<file path="src/rtl/mod5_serial_encoder.sv">
// mod5_serial_encoder
// Bit-serial transmitter for the divisible-by-5 residue check. It takes a
// WIDTH-bit payload and sends it MSB-first. It then appends a 3-bit check
// value C, chosen so that the (WIDTH+3)-bit frame is a multiple of 5.
//
// Optional build macro: MOD5_ERR_INJECT_EN.
// Defining it adds the err_inject input. A frame accepted with err_inject=1
// carries (C+1) mod 5 as its check value, which makes that frame a
// deliberately bad one for exercising the downstream checker.

module mod5_serial_encoder #(
   parameter int WIDTH = 8
) (
   input  logic             clk,
   input  logic             rst_n,
   input  logic             in_valid,
   output logic             in_ready,
   input  logic [WIDTH-1:0] in_data,
`ifdef MOD5_ERR_INJECT_EN
   input  logic             err_inject,
`endif
   output logic             ser_out,
   output logic             ser_valid,
   output logic             ser_first,
   output logic             ser_last
);

   // The counter indexes payload bits (0..WIDTH-1) and check bits (0..2).
   localparam int CNT_W = $clog2(WIDTH + 3);
   localparam logic [CNT_W-1:0] LAST_DATA = CNT_W'(WIDTH - 1);

   typedef enum logic [1:0] {
      IDLE  = 2'd0,
      DATA  = 2'd1,
      CHECK = 2'd2
   } state_t;

   // One residue step: r' = (2r + b) mod 5. Input range 0..4 gives 2r+b in 0..9.
   function automatic logic [2:0] mod5_step(input logic [2:0] r, input logic b);
      logic [3:0] v;
      v = {r, b};
      if (v >= 4'd5) begin
         return 3'(v - 4'd5);
      end
      return v[2:0];
   endfunction

   // Check value that makes (payload * 8 + C) a multiple of 5. Because
   // 8 = 3 (mod 5), C = (5 - 3r) mod 5. An injected error adds 1 mod 5.
   function automatic logic [2:0] check_value(input logic [2:0] r, input logic inj);
      logic [2:0] c;
      case (r)
         3'd0:    c = 3'd0;
         3'd1:    c = 3'd2;
         3'd2:    c = 3'd4;
         3'd3:    c = 3'd1;
         3'd4:    c = 3'd3;
         default: c = 3'd0;
      endcase
      if (inj) begin
         c = (c == 3'd4) ? 3'd0 : c + 3'd1;
      end
      return c;
   endfunction

   state_t           state_q, state_d;
   logic [WIDTH-1:0] shift_q, shift_d;
   logic [CNT_W-1:0] cnt_q, cnt_d;
   logic [2:0]       residue_q, residue_d;
   logic [2:0]       check_q, check_d;
   logic             ser_out_d, ser_valid_d, ser_first_d, ser_last_d;
   logic             inject_q, inject_d;
   logic             inject_in;
   logic             take;

`ifdef MOD5_ERR_INJECT_EN
   assign inject_in = err_inject;
`else
   assign inject_in = 1'b0;
`endif

   // Accept a word when idle, or on the final check bit so frames run back-to-back.
   always_comb begin
      in_ready = (state_q == IDLE) || ((state_q == CHECK) && (cnt_q == CNT_W'(2)));
      take     = in_valid && in_ready;
   end

   // Next-state and next-output logic for the IDLE -> DATA -> CHECK sequence.
   always_comb begin
      // NOTE: every signal gets a default before the case. A path that leaves
      // one unassigned would infer a latch. Blocking '=' is correct here.
      state_d     = state_q;
      shift_d     = shift_q;
      cnt_d       = cnt_q;
      residue_d   = residue_q;
      check_d     = check_q;
      inject_d    = inject_q;
      ser_out_d   = 1'b0;
      ser_valid_d = 1'b0;
      ser_first_d = 1'b0;
      ser_last_d  = 1'b0;

      case (state_q)
         IDLE: begin
            if (take) begin
               state_d     = DATA;
               cnt_d       = '0;
               residue_d   = '0;
               inject_d    = inject_in;
               shift_d     = in_data << 1;
               ser_out_d   = in_data[WIDTH-1];
               ser_valid_d = 1'b1;
               ser_first_d = 1'b1;
            end
         end

         DATA: begin
            // Fold the bit currently on the wire into the running residue.
            residue_d   = mod5_step(residue_q, ser_out);
            ser_valid_d = 1'b1;
            if (cnt_q == LAST_DATA) begin
               state_d   = CHECK;
               cnt_d     = '0;
               check_d   = check_value(residue_d, inject_q);
               ser_out_d = check_d[2];
            end else begin
               cnt_d     = cnt_q + CNT_W'(1);
               ser_out_d = shift_q[WIDTH-1];
               shift_d   = shift_q << 1;
            end
         end

         CHECK: begin
            if (cnt_q == CNT_W'(0)) begin
               cnt_d       = CNT_W'(1);
               ser_out_d   = check_q[1];
               ser_valid_d = 1'b1;
            end else if (cnt_q == CNT_W'(1)) begin
               cnt_d       = CNT_W'(2);
               ser_out_d   = check_q[0];
               ser_valid_d = 1'b1;
               ser_last_d  = 1'b1;
            end else if (take) begin
               // A new word arrives on the last check bit: start it with no gap.
               state_d     = DATA;
               cnt_d       = '0;
               residue_d   = '0;
               inject_d    = inject_in;
               shift_d     = in_data << 1;
               ser_out_d   = in_data[WIDTH-1];
               ser_valid_d = 1'b1;
               ser_first_d = 1'b1;
            end else begin
               state_d = IDLE;
               cnt_d   = '0;
            end
         end

         default: begin
            state_d = IDLE;
            cnt_d   = '0;
         end
      endcase
   end

   // State register. An asynchronous reset aborts any frame in flight.
   always_ff @(posedge clk or negedge rst_n) begin
      // NOTE: sequential state uses non-blocking '<=' so every register
      // samples its pre-edge value, regardless of statement order.
      if (!rst_n) begin
         state_q <= IDLE;
      end else begin
         state_q <= state_d;
      end
   end

   // Datapath and registered serial outputs.
   always_ff @(posedge clk or negedge rst_n) begin
      if (!rst_n) begin
         shift_q   <= '0;
         cnt_q     <= '0;
         residue_q <= '0;
         check_q   <= '0;
         inject_q  <= 1'b0;
         ser_out   <= 1'b0;
         ser_valid <= 1'b0;
         ser_first <= 1'b0;
         ser_last  <= 1'b0;
      end else begin
         shift_q   <= shift_d;
         cnt_q     <= cnt_d;
         residue_q <= residue_d;
         check_q   <= check_d;
         inject_q  <= inject_d;
         ser_out   <= ser_out_d;
         ser_valid <= ser_valid_d;
         ser_first <= ser_first_d;
         ser_last  <= ser_last_d;
      end
   end

   // Invariants of the residue arithmetic and the framing outputs.
   a_residue_range : assert property (@(posedge clk) disable iff (!rst_n)
      residue_q <= 3'd4);
   a_check_range : assert property (@(posedge clk) disable iff (!rst_n)
      check_q <= 3'd4);
   a_first_last_excl : assert property (@(posedge clk) disable iff (!rst_n)
      !(ser_first && ser_last));
   a_idle_quiet : assert property (@(posedge clk) disable iff (!rst_n)
      (state_q == IDLE) |-> !ser_valid);

endmodule
</file>
<file path="config.mk">
export PLATFORM = sky130hd
export DESIGN_NAME = mod5_serial_encoder
export DESIGN_NICKNAME = d
export VERILOG_FILES = /design/src/rtl/mod5_serial_encoder.sv
export SDC_FILE = /design/constraint.sdc
export NUM_CORES = 1
export LEC_CHECK = 0
export CAP_MARGIN = 30
export CORE_ASPECT_RATIO = 1.5
export CORE_MARGIN = 2
export CORE_UTILIZATION = 49
export CTS_BUF_LIST = sky130_fd_sc_hd__clkbuf_4 sky130_fd_sc_hd__clkbuf_8 sky130_fd_sc_hd__clkbuf_16
export CTS_CLUSTER_DIAMETER = 60
export CTS_CLUSTER_SIZE = 12
export DETAILED_ROUTE_END_ITERATION = 8
export PLACE_DENSITY = 0.85
export SLEW_MARGIN = 20
export SYNTH_ARGS = -nofsm -noshare
export SYNTH_HDL_FRONTEND = slang
export SYNTH_SLANG_ARGS = --single-unit
export TNS_END_PERCENT = 30
</file>
<file path="constraint.sdc">
create_clock -name clk -period 1.86 [get_ports clk]
set_input_delay 0.372 -clock clk [delete_from_list [all_inputs] [get_ports clk]]
set_output_delay 0.372 -clock clk [all_outputs]
set_load 0.02 [all_outputs]
</file>
==> results.py <==
metrics = {
    "global_routing": {
        "grt_antenna_before_repair": 0,
        "global_route_congestion_overflow_total": 0,
        "grt_pass1_vias": 1283,
        "grt_util_met2_pct": 45.4,
        "gr-usage-all-layers_pct": 24.7,
        "grt_util_met3_pct": 2.60,
        "global_route_wire_length_before_repair_mm": 5.73,
        "pin_count_of_the_biggest_net_entering_global_routing": 23,
        "met1_usage_pct": 27.7,
        "grt.busiest_layer": "met2",
    },
    "detailed_routing": {
        "drtAntennaViolNets": 0,
        "drt-wirelength-per-cell_um": 16.2,
        "route.vias.total": 1266,
        "drt_drc_violations_left": 0,
        "detail_route.first_pass.iterations": 4,
        "totalWireLength_mm": 3.69,
        "vias_per_cell": 5.55,
        "detail_route.iter0.violations": 42,
    },
    "power": {
        "vdd_ir_drop_max_v": 0.00112,
        "switching_share_pct": 40.5,
        "p_seq_share_pct": 23.0,
        "comb_power_share_pct": 63.6,
        "cell_internal_power_uw": 1960,
        "p_leak_uw": 0.000879,
        "power-per-cell-area_nw_per_um2": 1620,
        "power.switching_uw": 1340,
        "clock_power_share_pct": 13.4,
    },
    "sta": {
        "grt_setup_unrepaired": "yes",
        "timing_worst_slew_pin_value_ns": 0.403,
        "layout_setup_ws_ns": -0.0670,
        "max_slew_violations": 0,
        "setup_tns_ns": -0.208,
        "hold_violations": 0,
        "timing.fmax_ghz": 0.519,
        "final_min_period_over_clock_period_pct": 104,
        "max_slew_headroom_at_the_worst_pin_pct": 72.8,
        "clock_skew_ns": 0.00858,
        "min_period_ns": 1.93,
        "setup_viol": 8,
    },
    "clock_network": {
        "maximum_number_of_buffers_from_clock_root_to_sink": 2,
        "ctsRootBufferMaster": "sky130_fd_sc_hd__clkbuf_8",
        "cts.reportedPaths.clkPinSlew_ns": 0.08,
        "cts_hold_buf": 0,
        "clock-sinks": 22,
        "numCtsBuffers": 3,
        "tritoncts": "yes",
        "cts-htree-levels": 1,
        "clk_latency_ns": 0.26,
    },
    "synth": {
        "ys_ff_latch": 22,
        "avgSynthCellArea_um2": 9.58,
        "yosysWarningCount": 0,
        "synthesis.area_um2": 1380,
        "synth_nets": 166,
        "yosys-top-cells-area": "sky130_fd_sc_hd__dfrtp_1 40%, sky130_fd_sc_hd__ha_1 10%, sky130_fd_sc_hd__mux2i_1 7.3%, sky130_fd_sc_hd__nand2_1 3.8%, sky130_fd_sc_hd__a21oi_1 3.3%",
        "synth_largest_area_cell": "sky130_fd_sc_hd__dfrtp_1",
        "synth_cell_type_count": 42,
        "post-synth-top-area-fraction_pct": 39.9,
        "synthCells": 144,
        "seq_area_frac_synth_pct": 39.9,
    },
    "place": {
        "preCtsSetupSlack_ns": -0.278,
        "count_of_port_buffers_added_during_placement": 15,
        "dp_hpwl_mm": 2.49,
        "gp_routability_congestion": 0.947,
    },
    "finish": {
        "layout-drive-gt1-share_pct": 36.6,
        "fin_nets": 214,
        "layout.cells.most_common": "sky130_fd_sc_hd__buf_4",
        "area.growth.synth_to_final_pct": 47.5,
        "diodes": 0,
        "multiInputGateArea_um2": 908,
        "commonest_non_fill_non_tap_cells_in_the_layout": "28 x sky130_fd_sc_hd__buf_4, 20 x sky130_fd_sc_hd__dfrtp_1, 14 x sky130_fd_sc_hd__nand2_1, 14 x sky130_fd_sc_hd__clkdlybuf4s50_1, 10 x sky130_fd_sc_hd__mux2i_1",
        "n_fill_cell": 185,
        "area_occupied_by_registers_um2": 553,
    },
    "setup_path": {
        "cp_data_arrival_time_ns": 1.55,
        "category_of_the_most_critical_setup_path": "reg -> out",
        "reg2reg_slack_ns": -0.06,
        "cp-start-kind": "flip-flop",
        "crit_path_end_kind": "primary output",
        "critical_path_peak_fanout": 3,
        "required_ns": 1.49,
    },
    "run": {
        "number_of_max_cap_violations": 0,
    },
    "die": {
        "floorplan_core_area_um2": 2680,
        "floorplan.die.width_um": 47.3,
        "fp.dieArea_um2": 3260,
        "rows": 23,
        "initial_core_util_pct": 51.5,
        "die_h_um": 69.0,
        "num_io_pins": 16,
    },
    "status": {
        "failing_checks": "setup timing",
        "outcome": "finished, violations left",
    },
    "min_path": {
        "worst_hold_class": "in -> async",
    },
}
==> layout make-up <==
| cell class | instances | share of cell area (%) |
|---|---|---|
| clock buffers | 3 | 2.03 |
| clock inverters | 1 | 1.48 |
| multi-input cells | 107 | 44.6 |
| inverters | 10 | 1.85 |
| repair buffers | 48 | 20.5 |
| well taps | 37 | 2.28 |
| flip-flops and latches | 22 | 27.2 |
==> flip-flops by register name (all words and copies together), names as in the netlist <==
register	flops
state_q	2
ser_last	1
check_q	2
cnt_q	4
ser_out	1
shift_q	7
ser_valid	1
residue_q	3
ser_first	1
==> per-layer routing <==
metal	part of all wire, %	vias to the layer above
li1	-	598
met1	40	627
met2	55	35
met3	3.0	6
met4	1.4	0
met5	0	-
==> through the flow <==
stage	hold WS [ns]	power, µW	cell area, µm²	utilization (%)	cells
floorplan	0.0764	1720	1410	-	144
global placement	0.464	2270	1790	67.0	219
detailed placement	0.469	2350	1790	67.0	219
CTS	0.465	2950	1910	71.4	225
global route	0.489	3490	2030	76.0	228
finish	0.456	3300	2030	76.0	228
==> synth_stat cells, drive strengths merged <==
master / count
dfrtp: 22
nand2: 14
nor2: 13
a21oi: 11
ha: 11
inv: 10
mux2i: 10
o21ai: 9
nand3: 5
buf: 4
a31oi: 3
nand3b: 3
a32oi: 2
mux2: 2
nand2b: 2
nand4b: 2
nor3: 2
o31ai: 2
xnor2: 2
a211o: 1
a211oi: 1
and2: 1
and3: 1
and4bb: 1
clkbuf: 1
nor2b: 1
nor3b: 1
o32a: 1
o41ai: 1
or2: 1
or3: 1
or3b: 1
or4: 1
or4b: 1
==> power groups by stage <==
stage          combinational, µW  sequential, µW  clock [µW]
6_report                    2100             760         441
2_1_floorplan                947             769           0
3_5_place_dp                1620             732           0
4_1_cts                     1780             727         446
3_3_place_gp                1540             723           0
5_1_grt                     2260             771         466
==> final timing paths <==
path / from / endpoint / cells after the start
setup / recovery: state_q[1]$_DFFE_PN0P_ / in_ready / 4
hold / removal: rst_n / shift_q[4]$_DFFE_PN0P_ / 2
setup reg to reg: ser_out$_DFF_PN0_ / ser_out$_DFF_PN0_ / 6
hold reg to reg: check_q[0]$_DFFE_PN0P_ / check_q[0]$_DFFE_PN0P_ / 2
max in group asynchronous: rst_n / ser_out$_DFF_PN0_ / 2
min in group clk: check_q[0]$_DFFE_PN0P_ / check_q[0]$_DFFE_PN0P_ / 2
==> cell families after synthesis <==
family	Yosys count	synth area share (%)
xor gates and xnor gates	2	1.82
DFF	22	39.9
AOI/OAI and AO/OA	31	15.0
and+or+nand+nor	51	20.1
adders and majority gates	11	9.98
buffers and inverters	15	4.36
muxes	12	8.89
==> critical path, cell delays in order (launching register included) <==
cell and delay [ns]:
sky130_fd_sc_hd__dfrtp_2 0.46, sky130_fd_sc_hd__ha_4 0.18, sky130_fd_sc_hd__and4bb_1 0.22, sky130_fd_sc_hd__or2_1 0.25
sky130_fd_sc_hd__buf_4 0.17
==> what timing repair did <==
item | CTS | global route
setup endpoints to repair | 15 | 16
gates resized for setup | 15 | 25
hold endpoints to repair | 0 | 0
setup buffers | 2 | 3
pin swaps | 2 | 8
Note: power is estimated with default switching activity, not from simulation.
